`src/rtl/phase_stim_gen.sv`:
```
// phase_stim_gen: divided sampling clock plus scripted data bit
// (sync, toggle burst, hold, toggle burst, LFSR random, done).
module phase_stim_gen #(
    parameter int unsigned DIV      = 3,
    parameter int unsigned TOGGLE1  = 14,
    parameter int unsigned HOLD     = 5,
    parameter int unsigned TOGGLE2  = 8,
    parameter int unsigned RAND_LEN = 200,
    parameter logic [15:0] SEED     = 16'hACE1
) (
    input  logic       clk,
    input  logic       reset,
    input  logic       start,
    output logic       clock_out,
    output logic       a,
    output logic       busy,
    output logic       done,
    output logic [2:0] phase
);

    localparam logic [2:0] S_IDLE   = 3'd0;
    localparam logic [2:0] S_SYNC   = 3'd1;
    localparam logic [2:0] S_BURST1 = 3'd2;
    localparam logic [2:0] S_HOLD   = 3'd3;
    localparam logic [2:0] S_BURST2 = 3'd4;
    localparam logic [2:0] S_RANDOM = 3'd5;
    localparam logic [2:0] S_DONE   = 3'd6;

    localparam int unsigned DW = (DIV > 1) ? $clog2(DIV) : 1;
    localparam logic [DW-1:0] DIV_LAST = DW'(DIV - 1);

    localparam int unsigned M1 = (TOGGLE1 > HOLD) ? TOGGLE1 : HOLD;
    localparam int unsigned M2 = (TOGGLE2 > RAND_LEN) ? TOGGLE2 : RAND_LEN;
    localparam int unsigned MAXLEN = (M1 > M2) ? M1 : M2;
    localparam int unsigned CW = (MAXLEN > 1) ? $clog2(MAXLEN) : 1;

    // An all-zero LFSR would lock up, so a zero seed becomes 1.
    localparam logic [15:0] SEED_EFF = (SEED == 16'h0000) ? 16'h0001 : SEED;

    logic [2:0]    state_q, state_d;
    logic [CW-1:0] cnt_q, cnt_d;
    logic [DW-1:0] div_q, div_d;
    logic          clk_q, clk_d;
    logic          a_q, a_d;
    logic          busy_q, busy_d;
    logic          done_q, done_d;
    logic [15:0]   lfsr_q, lfsr_d;

    logic          div_wrap;
    logic          fall;
    logic          last;
    logic          adv;
    logic          fb;
    logic [2:0]    nxt;

    // First phase at or after 'from' whose length is non-zero;
    // DONE when every remaining phase is skipped.
    function automatic logic [2:0] first_phase(input logic [2:0] from);
        logic [2:0] p;
        p = S_DONE;
        if (from <= S_RANDOM && RAND_LEN != 0) p = S_RANDOM;
        if (from <= S_BURST2 && TOGGLE2 != 0)  p = S_BURST2;
        if (from <= S_HOLD && HOLD != 0)       p = S_HOLD;
        if (from <= S_BURST1 && TOGGLE1 != 0)  p = S_BURST1;
        return p;
    endfunction

    // Counter reload value: phase length minus one, since the
    // counter's zero cycle is itself the last cycle of the phase.
    function automatic logic [CW-1:0] len_m1(input logic [2:0] p);
        logic [CW-1:0] n;
        n = '0;
        unique case (p)
            S_BURST1: n = CW'(TOGGLE1 - 1);
            S_HOLD:   n = CW'(HOLD - 1);
            S_BURST2: n = CW'(TOGGLE2 - 1);
            S_RANDOM: n = CW'(RAND_LEN - 1);
            default:  n = '0;
        endcase
        return n;
    endfunction

    // Free-running divider; a falling toggle is a wrap while high.
    always_comb begin
        div_wrap = (div_q == DIV_LAST);
        div_d    = div_wrap ? '0 : div_q + 1'b1;
        clk_d    = div_wrap ? ~clk_q : clk_q;
        fall     = div_wrap & clk_q;
    end

    // Sequencer: per-phase data update and phase advance.
    always_comb begin
        state_d = state_q;
        cnt_d   = cnt_q;
        a_d     = a_q;
        lfsr_d  = lfsr_q;
        adv     = 1'b0;
        last    = (cnt_q == '0);
        fb      = lfsr_q[0] ^ lfsr_q[2] ^ lfsr_q[3] ^ lfsr_q[5];
        nxt     = first_phase(state_q + 3'd1);
        unique case (state_q)
            S_IDLE: begin
                if (start) state_d = S_SYNC;
            end
            S_SYNC: begin
                if (fall) begin
                    a_d = 1'b0;
                    adv = 1'b1;
                end
            end
            S_BURST1, S_BURST2: begin
                a_d   = ~a_q;
                adv   = last;
                cnt_d = cnt_q - 1'b1;
            end
            S_HOLD: begin
                adv   = last;
                cnt_d = cnt_q - 1'b1;
            end
            S_RANDOM: begin
                a_d    = lfsr_q[0];
                lfsr_d = {fb, lfsr_q[15:1]};
                adv    = last;
                cnt_d  = cnt_q - 1'b1;
            end
            S_DONE: begin
                state_d = S_IDLE;
            end
            default: begin
                state_d = S_IDLE;
            end
        endcase
        if (adv) begin
            state_d = nxt;
            cnt_d   = len_m1(nxt);
        end
        busy_d = (state_d != S_IDLE) && (state_d != S_DONE);
        done_d = (state_d == S_DONE);
    end

    // State registers with synchronous active-high reset.
    always_ff @(posedge clk) begin
        if (reset) begin
            state_q <= S_IDLE;
            cnt_q   <= '0;
            div_q   <= '0;
            clk_q   <= 1'b0;
            a_q     <= 1'b0;
            busy_q  <= 1'b0;
            done_q  <= 1'b0;
            lfsr_q  <= SEED_EFF;
        end else begin
            state_q <= state_d;
            cnt_q   <= cnt_d;
            div_q   <= div_d;
            clk_q   <= clk_d;
            a_q     <= a_d;
            busy_q  <= busy_d;
            done_q  <= done_d;
            lfsr_q  <= lfsr_d;
        end
    end

    assign clock_out = clk_q;
    assign a         = a_q;
    assign busy      = busy_q;
    assign done      = done_q;
    assign phase     = state_q;

endmodule

```
`config.mk`:
```
export PLATFORM = sky130hd
export DESIGN_NAME = phase_stim_gen
export DESIGN_NICKNAME = d
export VERILOG_FILES = /design/src/rtl/phase_stim_gen.sv
export SDC_FILE = /design/constraint.sdc
export NUM_CORES = 1
export LEC_CHECK = 0
export ABC_AREA = 1
export ABC_CLOCK_PERIOD_IN_PS = 2500
export BUFFER_PORTS_ARGS = -buffer_cell sky130_fd_sc_hd__buf_4
export CORE_MARGIN = 10
export CORE_UTILIZATION = 44
export CTS_CLUSTER_DIAMETER = 50
export CTS_CLUSTER_SIZE = 20
export DETAILED_ROUTE_END_ITERATION = 10
export PLACE_DENSITY = 0.65
export SLEW_MARGIN = 5
export SYNTH_ARGS = -nofsm -noshare
export SYNTH_HDL_FRONTEND = slang
export SYNTH_SLANG_ARGS = --single-unit
```
`constraint.sdc`:
```
create_clock -name clk -period 2.5 [get_ports clk]
set_clock_uncertainty 0.1 [all_clocks]
set_input_delay 0.5 -clock clk [delete_from_list [all_inputs] [get_ports clk]]
set_output_delay 0.5 -clock clk [all_outputs]
set_load 0.005 [all_outputs]
```
* Yosys cells after proc, flatten, opt, wreduce, memory -nomap -nowiden
Cells that the tools add are included.
** Word-level totals
- Register bits :: 33
- Bits of input ports :: 3
- Output and inout port bits :: 7
- Word-level logic and storage cells :: 59
** Operators by class
- Add/subtract/negate cells :: 3
- $lt $le $gt $ge :: 4
- Eq/ne operators :: 13
- Multiplexer cells :: 14
- Bitwise logic cells :: 6
- Reduce and logical (&&, ||, !) cells :: 11
** Operators by type and width (count)
- $pmux W8 S4 :: 1
- $mux W8 :: 2
- $eq A3 B3 Y1 const B :: 5
- $mux W3 :: 5
- $eq A3 B2 Y1 const B :: 4
- $logic_not A8 Y1 :: 1
- $sub A8 B1 Y8 const B :: 1
- $le A3 B2 Y1 const B :: 2
- $le A3 B3 Y1 const B :: 2
- $pmux W3 S2 :: 1
- $reduce_bool A3 Y1 :: 2
- $reduce_or A5 Y1 :: 1
- $reduce_or A2 Y1 :: 2
- $reduce_or A4 Y1 :: 1
- $add A3 B1 Y3 const B :: 1
- $eq A3 B1 Y1 const B :: 1
- $logic_not A3 Y1 :: 1
- $ne A3 B3 Y1 const B :: 1
- $pmux W1 S3 :: 1
- $xor A1 B1 Y1 :: 3
- $add A2 B1 Y2 const B :: 1
- $eq A2 B2 Y1 const B :: 1
- $mux W1 :: 2
- $mux W2 :: 1
- other kinds (7) :: 8

* Longest topological paths before layout
Gate-level depths: netlist (run 1).
- Depth after elaboration :: 9
- Gate-level depth with buffers :: 14
- Depth with buffers taken out :: 14

* Worst setup path before layout (run 1)
OpenSTA, ideal clock, no wires.
- Path kind :: flip-flop to flip-flop
- Start point :: reg state_q[0], in the netlist phase[0]
- End point :: reg busy_q, in the netlist busy
- Setup time :: 0.116 ns
- Arrival :: 1.704 ns
- Required time :: 2.284 ns
- Slack :: 0.580 ns
- Cell stages (with the launch flop) :: 12
- Buffers on the path :: 0
- Period minus slack after synthesis :: 1.920 ns
- Cell sequence :: dfxtp_1 ha_1 inv_1 ha_1 inv_1 a21oi_1 a21oi_1 nand2_1 nand2_2 nand2_2 nor3_2 nor2_1
** Between the ends
- Longest elaborated chain between the ends :: 9
- Elaborated cells between the ends (all ways) :: 24
- Classes of those cells :: 1 x add/sub; 4 x order compare; 6 x eq/ne; 8 x mux; 5 x reduce/logical
** RTL lines
- start, declared :: RTL line 40 : logic [2:0] state_q, state_d;
- start signal, assigned :: RTL line 153 : state_q <= state_d;
- $add A3 B1 Y3 :: RTL line 100 : nxt = first_phase(state_q + 3'd1);
- $le A3 B3 Y1 :: RTL line 61 : if (from <= S_RANDOM && RAND_LEN != 0) p = S_RANDOM;
- $mux W2 :: RTL line 61
- $mux W3 :: RTL line 62 : if (from <= S_BURST2 && TOGGLE2 != 0) p = S_BURST2;
- $mux W3 :: RTL line 63 : if (from <= S_HOLD && HOLD != 0) p = S_HOLD;
- $mux W3 :: RTL line 64 : if (from <= S_BURST1 && TOGGLE1 != 0) p = S_BURST1;
- $mux W3 * :: RTL line 133 : if (adv) begin
- $ne A3 B3 Y1 / $reduce_bool A3 Y1 (equally long branches) :: RTL line 137 : busy_d = (state_d != S_IDLE) && (state_d != S_DONE);
- $logic_and A1 B1 Y1 * :: RTL line 137
- end signal, assigned :: RTL line 158 : busy_q <= busy_d;
- end, declared :: RTL line 45 : logic busy_q, busy_d;
Every way passes the cells marked *; elsewhere a longest branch is shown, timed or not.
A chain may end at the register's enable or synchronous reset.

* Final worst setup path (run 1)
- Start point :: reg state_q[1], in the netlist phase[1]
- End point :: reg cnt_q[6]
** Between the ends
- Longest elaborated chain between the ends :: 9
- Elaborated cells between the ends (all ways) :: 23
- Classes of those cells :: 1 x add/sub; 4 x order compare; 9 x eq/ne; 7 x mux; 2 x reduce/logical
** RTL lines
- $add A3 B1 Y3 :: RTL line 100
- $le A3 B3 Y1 :: RTL line 61
- $mux W2 :: RTL line 61
- $mux W3 :: RTL line 62
- $mux W3 :: RTL line 63
- $mux W3 :: RTL line 64
- $eq A3 B3 Y1 / $eq A3 B2 Y1 (equally long branches) :: RTL line 73 : unique case (p)
- $pmux W8 S4 :: RTL line 73
- $mux W8 :: RTL line 133
- end signal, assigned :: RTL line 154 : cnt_q <= cnt_d;
- end, declared :: RTL line 41 : logic [CW-1:0] cnt_q, cnt_d;
Several ways; a longest one is shown, not always the timed one.

==> results of run 1 <==
how the worst max path moves through the flow:
stage          slack, ns        to     start  depth (start not counted)
6_report            0.27  cnt_q[6]  phase[1]                         14
2_1_floorplan       0.58      busy  phase[0]                         11
3_5_place_dp        0.25      busy  phase[1]                         14
4_1_cts             0.24  cnt_q[6]  phase[1]                         14
5_1_grt             0.05  cnt_q[6]  phase[1]                         14
3_3_place_gp        0.28  cnt_q[6]  phase[1]                         14
power breakdown:
part | internal (mW) | switching (mW) | total (mW)
logic | 0.344 | 0.523 | 0.867
clock network | 0.298 | 0.209 | 0.507
registers | 0.609 | 0.0724 | 0.681
registers in the layout (all words and copies together), names as in the netlist:
| signal | flops |
|---|---|
| busy | 1 |
| a | 1 |
| lfsr_q | 16 |
| div_q | 2 |
| phase | 3 |
| clock_out | 1 |
| cnt_q | 8 |
| done | 1 |
worst max-delay path, cell delays in order (launching register included):
cell     delay [ns]
dfxtp_1        0.43
inv_1          0.15
ha_1           0.28
nand2_4        0.20
inv_4          0.12
nor2_4         0.14
nand2_4        0.09
nand2_4        0.09
nand2_4        0.10
nand2_2        0.10
nor2_1         0.04
nor2_1         0.12
nand2_1        0.06
nand2_1        0.05
inv_1          0.03
cell families (layout without fill, tap and decap cells):
family	after synthesis	count (layout)	synth area share
compound gates	37	37	0.120
xor+xnor	6	6	0.0313
fa+ha+maj	9	9	0.0671
buf+inv	33	45	0.0805
flops	33	33	0.393
simple gates	111	111	0.308
stage by stage:
stage / hold slack (ns) / worst slack (ns) / area [sq um] / util / power [mW]
finish: 0.319 / 0.265 / 1900 / 0.515 / 2.06
global route: 0.349 / 0.0531 / 1900 / 0.515 / 2.24
CTS: 0.326 / 0.241 / 1900 / 0.515 / 2.08
detailed placement: 0.315 / 0.254 / 1780 / 0.483 / 1.56
global placement: 0.310 / 0.280 / 1780 / 0.483 / 1.57
floorplan: 0.297 / 0.580 / 1680 / - / 1.39
layout make-up:
cell class,instances,area [sq um],area share
clock buffers,5,68.8,0.0363
multi-input cells,163,883,0.465
inverters,27,104,0.0547
clock inverters,3,46.3,0.0244
well taps,48,60.1,0.0316
repair buffers,10,75.1,0.0396
flip-flops and latches,33,661,0.348
placed cells by master (no fill, tap or decap), drive strengths merged:
master     n
o211ai     4
xor2       1
clkbuf     5
nor3       5
clkinvlp   1
a21oi     13
a21o       1
ha         9
and3       1
nor2      34
nand2     53
bufinv     1
a211oi     1
dfxtp     33
inv       27
nand3b     1
buf       10
clkinv     1
o21ai     17
xnor2      5
nand3     16
nor4       1
o22ai      1
metal layers:
layer  part of all wire  track usage
met1               0.48        0.135
met2               0.46        0.178
met3              0.049       0.0393
met4              0.010       0.0306
met5                  0            0
==> results.json, run 1 <==
{
  "die-area_sq_mm": 0.00669,
  "p_leak_nw": 0.892,
  "postCtsSetupRepairBufs": 0,
  "core_sq_mm": 0.00369,
  "required_ns": 2.59,
  "ant_nets": 0,
  "synth_edf_count": 0,
  "grt_pass1_vias": 1367,
  "grt_first_pass_wirelength_um": 5940,
  "rows": 22,
  "gp_congestion": 0.760,
  "drv_cap": 0,
  "vdd_drop_max_v": 0.000608,
  "netlist_area_sq_mm": 0.00168,
  "clk_pin_slew_ns": 0.07,
  "post_drt_via_cell_ratio": 4.82,
  "via_count": 1392,
  "ys.flop_type": "dfxtp_1",
  "synth_cell_type_count": 29,
  "slew_violations": 0,
  "cts_resized": 0,
  "routed_wl_um": 3200,
  "cts_sinks": 33,
  "cts_hold_buf": 0,
  "die_x_um": 81.8,
  "period_share": 0.894,
  "holdPathStages": 1,
  "htree_num_levels": 2,
  "hold_violations": 0,
  "layout_min_cycle_time_ns": 2.23,
  "syn_area_per_cell_sq_um": 7.33,
  "netlist_instances": 229,
  "crit_type": "reg -> reg",
  "synth-async-reset-ratio": 0,
  "overflow": 0,
  "critPathLaunchType": "flip-flop",
  "insertion_delay_ns": 0.29,
  "rsz0062_at_grt": "no",
  "hp-class": "reg -> reg",
  "antenna_found_initial": 0,
  "reg2reg_depth": 14,
  "synth_area_leaders": "dfxtp_1 (39%), nand2_1 (9.4%), nor2_1 (7.4%)",
  "fillers": 382,
  "cp_max_fo": 18,
  "hp-start": "div_q[0]",
  "ys_warn_count": 0,
  "holdPathEnd": "div_q[0]",
  "cts_buffer_depth": 2,
  "firstDrtPassIters": 4,
  "cts_root_buffer": "clkbuf_8",
  "worst_pin_slew_ns": 0.538,
  "grt_max_degree": 22,
  "fmax_ghz": 0.447,
  "worstPathArrival_ns": 2.32,
  "drc_errors": 0,
  "powerDensity_mw_per_mm2": 1080,
  "avgRoutedWirePerCell_um": 11.1,
  "r2r_setup_slack_ns": 0.27,
  "cts_tree": "built",
  "ios": 10,
  "post-synth-top-count-cell": "nand2_1",
  "stdcell_count": 289,
  "dp.cells": 281,
  "cp-end-kind": "flip-flop",
  "r2r_start": "phase[1]",
  "r2r-end": "cnt_q[6]",
  "tns_ns": 0,
  "yosys.area.top_type_share": 0.393,
  "grtUsageTotal": 0.110,
  "diodes": 0,
  "ys_seq_area_frac": 0.393,
  "synth_seq_cells": 33,
  "synth_area_leader_cell": "dfxtp_1",
  "layout.nets": 252,
  "synthTopCellsByCount": "nand2_1 (42), dfxtp_1 (33), nor2_1 (33)",
  "hpwl_um": 2380,
  "start_util": 0.455,
  "synthToLayoutAreaGrowth_pct": 13.0,
  "setup_viol": 0,
  "relSlewSlack": 0.641,
  "portBuffers": 9,
  "cts-buffers-inserted": 5,
  "synth_fp_nets": 241,
  "outcome": "completed",
  "die_h_um": 81.8,
  "drt_iter0_markers": 45,
  "layout-drive-gt1-share": 0.149
}
No activity file was read; power rests on OpenSTA's default activity.
==> inputs of run 2 (changes only) <==
--- a/config.mk
+++ b/config.mk
@@ -6,7 +6,7 @@
 export NUM_CORES = 1
 export LEC_CHECK = 0
 export ABC_AREA = 1
-export ABC_CLOCK_PERIOD_IN_PS = 2500
+export ABC_CLOCK_PERIOD_IN_PS = 2300
 export BUFFER_PORTS_ARGS = -buffer_cell sky130_fd_sc_hd__buf_4
 export CORE_MARGIN = 10
 export CORE_UTILIZATION = 44
==> constraint.sdc (replaced) <==
create_clock -name clk -period 2.3 [get_ports clk]
set_clock_uncertainty 0.1 [all_clocks]
set_input_delay 0.46 -clock clk [delete_from_list [all_inputs] [get_ports clk]]
set_output_delay 0.46 -clock clk [all_outputs]
set_load 0.005 [all_outputs]
==> run 2 against run 1 <==
  * Global-route usage decreased by 0.10 points
  * Via count increased by 2.5%
  * Clock power up 10%
  * Critical path depth fell by 3
  * Sequential share of layout area fell by 0.19 points
  * Fmax grew 9.4%
  * Flip-flop and latch count is the same
  * Sequential power rose by 9.3%
  * Power is 11% higher
  * Worst setup slack got worse by 0.0076 ns
  * First-iteration DRC count rose by 33%
==> results.json, run 2 (synthesis gave the netlist of run 1 again) <==
{
  "overflow": 0,
  "layout.nets": 253,
  "m1WireLength_um": 1500,
  "cts-buffers-inserted": 5,
  "die-area_sq_mm": 0.00669,
  "vdd_drop_max_v": 0.000657,
  "insertion_delay_ns": 0.29,
  "cts_buffer_depth": 2,
  "dr.max_layer_used": "met4",
  "seqPwrFrac": 0.326,
  "cp_max_fo": 6,
  "ios": 10,
  "start_util": 0.455,
  "avgRoutedWirePerCell_um": 11.3,
  "hp-class": "reg -> reg",
  "setup_viol": 0,
  "grtUsageTotal": 0.109,
  "switchingPower_mw": 0.885,
  "gp_congestion": 0.760,
  "critPathLaunchType": "flip-flop",
  "htree_num_levels": 2,
  "rsz0062_at_grt": "no",
  "fmax_ghz": 0.490,
  "wl_met2_um": 1570,
  "worstPathArrival_ns": 2.13,
  "antenna_found_initial": 0,
  "p_leak_nw": 0.901,
  "finalPower_mw": 2.28,
  "hold_violations": 0,
  "p_sw_frac": 0.388,
  "tns_ns": 0,
  "synthToLayoutAreaGrowth_pct": 13.9,
  "period_share": 0.888,
  "intPower_mw": 1.40,
  "die_x_um": 81.8,
  "setup_ws_ns": 0.258,
  "layout.cells.most_common": "nand2_1",
  "firstDrtPassIters": 4,
  "cts_sinks": 33,
  "ant_nets": 0,
  "rows": 22,
  "postCtsSetupRepairBufs": 0,
  "worst_pin_slew_ns": 0.566,
  "crit_type": "reg -> reg",
  "clk_pin_slew_ns": 0.07,
  "dp_worst_setup_slack_ns": 0.146,
  "grt_max_degree": 22,
  "core_sq_mm": 0.00369,
  "cts_tree": "built",
  "largest_register_ffs": 16,
  "slew_violations": 0,
  "routed_wl_um": 3270,
  "drv_cap": 0,
  "relSlewSlack": 0.622,
  "hpwl_um": 2380,
  "drt_iter0_markers": 60,
  "layout-drive-gt1-share": 0.157,
  "outcome": "completed",
  "portBuffers": 9,
  "drc_errors": 0,
  "die_h_um": 81.8,
  "grt_pass1_vias": 1290,
  "post_drt_via_cell_ratio": 4.92,
  "cts_root_buffer": "clkbuf_8",
  "clock_power_share": 0.245,
  "grt_first_pass_wirelength_um": 5750,
  "cp-end-kind": "flip-flop",
  "p_comb_frac": 0.428,
  "wl_met3_um": 140,
  "largest_register": "lfsr_q",
  "layout_common_cells": "nand2_1 (42), nor2_1 (33), dfxtp_1 (32), inv_1 (23), o21ai_0 (16)",
  "diodes": 0,
  "layout_min_cycle_time_ns": 2.04,
  "via_count": 1427,
  "powerDensity_mw_per_mm2": 1190,
  "required_ns": 2.38
}
[run 2: cell count changes in the layout (fill, tap and decap cells not counted), sizes merged]
cell	delta
clkbuf	+2
buf	+1
clkinv	-1
clkinvlp	-1
[run 2: final timing paths]
check	start	endpoint	slack (ns)	cells past startpoint
max reg2reg	phase[1]	busy	0.26	11
min	div_q[0]	div_q[0]	0.32	1
min reg2reg	div_q[0]	div_q[0]	0.32	1
max	phase[1]	busy	0.26	11
[run 2: area by class of cell]
cell class,instances,area [sq um]
clock buffer,7,86.3
clock inverter,1,30.0
fill,375,1780
inverter,27,104
multi-input combinational,163,887
sequential,33,662
tap,48,60.1
timing repair buffer,11,82.6
[run 2: power groups by stage]
stage	registers [mW]	logic (mW)	clock network [mW]
floorplan	0.738	0.769	0
global placement	0.752	0.968	0
detailed placement	0.755	0.965	0
CTS	0.742	0.975	0.576
global route	0.756	1.13	0.597
finish	0.744	0.977	0.560
[run 2: per-stage QoR]
stage / instances / cell area [sq um] / utilization / hold slack (ns)
finish: 290 / 1910 / 0.518 / 0.319
global route: 290 / 1910 / 0.518 / 0.338
CTS: 290 / 1910 / 0.517 / 0.325
detailed placement: 282 / 1790 / 0.485 / 0.316
global placement: 282 / 1790 / 0.485 / 0.309
floorplan: 229 / 1680 / - / 0.297
[run 2: critical path, stage by stage (launching register included)]
cell,delay (ns)
dfxtp_1,0.41
ha_1,0.17
inv_1,0.06
ha_1,0.32
inv_1,0.08
a21oi_2,0.05
a21oi_1,0.21
nand2_1,0.13
nand2_2,0.11
nand2_2,0.07
nor3_2,0.17
nor2_1,0.06
[run 2: what timing repair did]
action,in CTS,in global routing
setup endpoints to repair,0,4
hold endpoints to repair,0,0
gates resized for setup,0,2
hold buffers,0,0
[run 2: metal layers]
layer	vias up	GRT usage
met4	0	0.0459
met3	7	0.0295
met2	30	0.178
met5	-	0
met1	636	0.132
li1	754	-
